### src/rtl/tone_osc_bank.sv
// Bank of NUM_CH independent tone oscillators with fixed note duration.
// Optional square-wave output enabled by defining TONE_OSC_SQUARE_EN.
module tone_osc_bank #(
  parameter int N          = 8,
  parameter int NUM_CH     = 4,
  parameter int DUR_CYCLES = 10000000,
  parameter int DUR_W      = $clog2(DUR_CYCLES)
) (
  input  logic                clk,
  input  logic                nRst,
  input  logic [NUM_CH*N-1:0] freq,
  input  logic [NUM_CH-1:0]   play,
  input  logic [NUM_CH-1:0]   stop,
  input  logic [NUM_CH-1:0]   sustain,
  output logic [NUM_CH-1:0]   at_max,
  output logic [NUM_CH-1:0]   active,
  output logic [NUM_CH-1:0]   done,
`ifdef TONE_OSC_SQUARE_EN
  output logic [NUM_CH-1:0]   square,
`endif
  output logic                any_active
);

  typedef enum logic {
    IDLE = 1'b0,
    RUN  = 1'b1
  } state_t;

  localparam logic [DUR_W-1:0] DUR_LAST = DUR_W'(DUR_CYCLES - 1);

  for (genvar c = 0; c < NUM_CH; c++) begin : g_ch
    state_t           st_q;
    logic [N-1:0]     per_q;
    logic [N-1:0]     cnt_q;
    logic [DUR_W-1:0] dur_q;
    logic             at_q;
    logic             done_q;
    logic             tick;
    logic             last;
    logic             expire;

    assign tick   = cnt_q >= per_q;
    assign last   = dur_q == DUR_LAST;
    assign expire = last && !sustain[c];

    always_ff @(posedge clk or negedge nRst) begin
      if (!nRst) begin
        st_q   <= IDLE;
        per_q  <= '0;
        cnt_q  <= '0;
        dur_q  <= '0;
        at_q   <= 1'b0;
        done_q <= 1'b0;
      end else if (play[c]) begin
        st_q   <= RUN;
        per_q  <= freq[c*N +: N];
        cnt_q  <= '0;
        dur_q  <= '0;
        at_q   <= 1'b0;
        done_q <= 1'b0;
      end else if (stop[c]) begin
        st_q   <= IDLE;
        at_q   <= 1'b0;
        done_q <= 1'b0;
      end else if (st_q == RUN) begin
        cnt_q  <= tick ? '0 : cnt_q + N'(1);
        at_q   <= tick;
        done_q <= expire;
        // dur_q saturates at the last count while sustain holds the note
        if (!last) begin
          dur_q <= dur_q + DUR_W'(1);
        end
        if (expire) begin
          st_q <= IDLE;
        end
      end else begin
        at_q   <= 1'b0;
        done_q <= 1'b0;
      end
    end

    assign at_max[c] = at_q;
    assign active[c] = st_q == RUN;
    assign done[c]   = done_q;

`ifdef TONE_OSC_SQUARE_EN
    logic sq_q;

    always_ff @(posedge clk or negedge nRst) begin
      if (!nRst) begin
        sq_q <= 1'b0;
      end else if (play[c] || stop[c]) begin
        sq_q <= 1'b0;
      end else if (st_q == RUN) begin
        if (expire) begin
          sq_q <= 1'b0;
        end else if (tick) begin
          sq_q <= ~sq_q;
        end
      end
    end

    assign square[c] = sq_q;
`endif
  end

  assign any_active = |active;

endmodule

### config.mk
export PLATFORM = sky130hd
export DESIGN_NAME = tone_osc_bank
export DESIGN_NICKNAME = d
export VERILOG_FILES = /design/src/rtl/tone_osc_bank.sv
export SDC_FILE = /design/constraint.sdc
export NUM_CORES = 1
export LEC_CHECK = 0
export BUFFER_PORTS_ARGS = -buffer_cell sky130_fd_sc_hd__buf_4
export CORE_MARGIN = 3
export CORE_UTILIZATION = 59
export DETAILED_ROUTE_END_ITERATION = 7
export PLACE_DENSITY = 0.78
export SLEW_MARGIN = 20
export SYNTH_ARGS = -nofsm -noshare
export SYNTH_HDL_FRONTEND = slang
export SYNTH_SLANG_ARGS = --single-unit
### constraint.sdc
create_clock -name clk -period 2.6 [get_ports clk]
set_input_delay 0 -clock clk [delete_from_list [all_inputs] [get_ports clk]]
set_output_delay 0 -clock clk [all_outputs]
set_load 0.01 [all_outputs]
==> impl_metrics.tcl <==
set metrics [dict create \
    relSlewSlack_pct 56.1 \
    path_max_fanout 6 \
    p_per_area_nw_per_um2 531 \
    dr_total_vias 7787 \
    place.port_buffers 58 \
    cts.reportedPaths.clkPinSlew_ns 0.06 \
    end_kind "flop" \
    clkSinkCount 172 \
    coreArea_um2 15500 \
    drc 0 \
    die_y_um 133 \
    cp-start-kind "flop" \
    grt_usage_pct 23.2 \
    grt_pass1_vias 7531 \
    p_leak_nw 4.81 \
    setup_viol 0 \
    final_common_cell "dfrtp_1" \
    register_area_um2 4300 \
    clockPowerShare_pct 43.9 \
    grtUsageMet2_pct 38.1 \
    critical_path_class "flop to flop" \
    pwr-share-comb_pct 8.8 \
    max-vdd-ir-drop_mv 0.480 \
    clk_path_buf_depth 2 \
    cts_buffers 17 \
    drv_cap 0 \
    synth-edff-count 0 \
    r2r_start "g_ch[0].cnt_q[5]$_DFFE_PN0P_" \
    grt_pass1_wl_um 34600 \
    cts_root_buf "clkbuf_16" \
    vias_per_cell 5.85 \
    cp_data_arrival_time_ns 2.53 \
    pin_count 59 \
    avgSynthCellArea_um2 9.34 \
    routedWlPerCell_um 14.7 \
    antenna_found_initial 0 \
    drtIter0Drc 498 \
    htree_num_levels 4 \
    fin_skew_ns 0.0112 \
    clock_latency_ns 0.42 \
    die_area_um2 17700 \
    finalSetupTns_ns 0 \
    hold_viol 0 \
    period_share_pct 85.0 \
    status "finished, final reports clean" \
    pwr-share-seq_pct 47.3 \
    max_freq_ghz 0.452 \
    syn-cell-area_um2 9490 \
    syn_nets 1103 \
    rsz0062_at_grt "false" \
    grt_max_degree 62 \
    busiest_layer "met2" \
    area_delta_synth_final_pct 17.3 \
    place_inst 1254 \
    grt-ovfl-total 0 \
    ys_types 69 \
    diodes 0 \
    initial_core_util_pct 61.3 \
    hp-class "input pin to flop" \
    intPower_w 0.00454 \
    drt-total-wl_um 19600 \
    yosys_warnings 0 \
    gp_congestion 0.844 \
    mostFrequentLayoutCells "dfrtp_1 (172), nor2_1 (98), nand2_1 (96)" \
    hold_start "stop[0]" \
    cts_tree "done" \
    yosysSeqAreaShare_pct 45.3 \
    drive_above_1_share_pct 11.5 \
    async_flop_share_pct 100 \
    die_w_um 133 \
    switching_share_pct 23.3 \
    ys.flop_type "dfrtp_1" \
    slew_violations 0 \
    p_sw_w 0.00138 \
    row_count 45 \
    dp_hpwl_um 12700 \
    post-route-util_pct 72.0 \
    antenna_left 0 \
    startpoint "g_ch[0].cnt_q[5]$_DFFE_PN0P_" \
    use_met1_pct 31.2 \
    cts_resized 0 \
    min_period_ns 2.21 \
    synth_seq_cells 172 \
    final_cells 1332 \
    multiInputGateArea_um2 4750 \
    netlist_instances 1017 \
    required_ns 2.92 \
    fillers 1139 \
    dr.pass1.iters 6 \
    met3_usage_pct 3.99 \
    nNetsFinal 1194 \
    tightest_slew_ns 0.651 \
]
## state kept, by name, indices dropped and copies added, names as in the netlist
register	flops
g_ch.dur_q	96
g_ch.cnt_q	32
g_ch.per_q	32
g_ch.at_q	4
g_ch.done_q	4
g_ch.st_q	4
## cells in the mapped netlist, types with 6 or more instances
cell       instances  area [um2]
xnor2_1           26         228
nand4_1           21         131
nor2b_1           14        87.6
clkbuf_1          26        97.6
nor4_1            26         163
nand2_1           96         360
nor3_1            22         110
nor3b_1            8        60.1
nor4b_1            6        52.6
and2_1             6        37.5
dfrtp_1          172        4300
o211ai_1          11        82.6
xor2_1            35         307
a211oi_1          12        90.1
buf_4             12        90.1
or4_1             17         128
ha_1              40         500
nor2_1            98         368
o31ai_1           16         120
o2111ai_1         10        87.6
and3_1            16         100
mux2_2            10         113
buf_1              6        22.5
a21oi_1           44         220
or3_1             21         131
o21ai_0           61         305
nand3_1           50         250
inv_1             48         180
nand2b_1          14        87.6
## critical path: stages (launching register included)
cell	delay (ns)
dfrtp_1	0.42
ha_1	0.31
a21oi_1	0.14
nor2_1	0.06
a211oi_1	0.44
o21ai_0	0.41
a211oi_1	0.34
## path summary, 6_finish.rpt
check                                                 to  slack, ns  cells past startpoint
setup / recovery            g_ch[0].cnt_q[5]$_DFFE_PN0P_       0.39                      6
hold / removal             g_ch[0].dur_q[13]$_DFFE_PN0P_       0.03                      5
setup reg to reg            g_ch[0].cnt_q[5]$_DFFE_PN0P_       0.39                      6
hold reg to reg             g_ch[0].per_q[0]$_DFFE_PN0P_       0.53                      1
max in group asynchronous   g_ch[2].dur_q[1]$_DFFE_PN0P_       1.73                      3
min in group asynchronous   g_ch[0].per_q[6]$_DFFE_PN0P_       0.10                      2
## power groups by stage
| stage | Sequential [W] | Clock (W) | Combinational, W |
|---|---|---|---|
| 2_1_floorplan | 0.00284 | 0 | 0.000276 |
| 3_3_place_gp | 0.00285 | 0 | 0.000445 |
| 3_5_place_dp | 0.00285 | 0 | 0.000459 |
| 4_1_cts | 0.00280 | 0.00266 | 0.000520 |
| 5_1_grt | 0.00281 | 0.00274 | 0.000593 |
| 6_report | 0.00280 | 0.00260 | 0.000518 |
## kinds of logic after synthesis
logic type	Yosys count	synth area share (%)
compound gates	188	12.6
buf+inv	97	4.64
flops	172	45.3
xor+xnor	61	5.63
mux	16	1.87
simple gates	443	24.7
fa+ha+maj	40	5.27
## stage by stage
step	setup WS, ns	area, um2	hold WS (ns)	total power, W
floorplan	0.494	9490	-0.296	0.00311
global placement	0.516	10100	-0.0159	0.00329
detailed placement	0.416	10100	-0.0187	0.00331
CTS	0.417	11100	0.0187	0.00598
global route	0.127	11100	0.0615	0.00615
finish	0.390	11100	0.0311	0.00592
## timing repair
action                                 in CTS  in global routing
endpoints found under the hold margin     143                  0
buffers inserted                            0                  0
hold buffers                               46                  0
## area by class of cell
class | count | area share, %
Multi-Input combinational cell | 748 | 42.6
Sequential cell | 172 | 38.6
Timing Repair Buffer | 121 | 9.33
Clock buffer | 22 | 4.17
Tap cell | 211 | 2.37
Inverter | 48 | 1.62
Clock inverter | 10 | 1.25
## layer usage
| layer | part of all wire [%] | vias to the layer above |
|---|---|---|
| li1 | - | 3830 |
| met1 | 45 | 3742 |
| met2 | 49 | 188 |
| met3 | 4.1 | 27 |
| met4 | 1.7 | 0 |
| met5 | 0 | - |
Power figures use the tool's default switching activity.
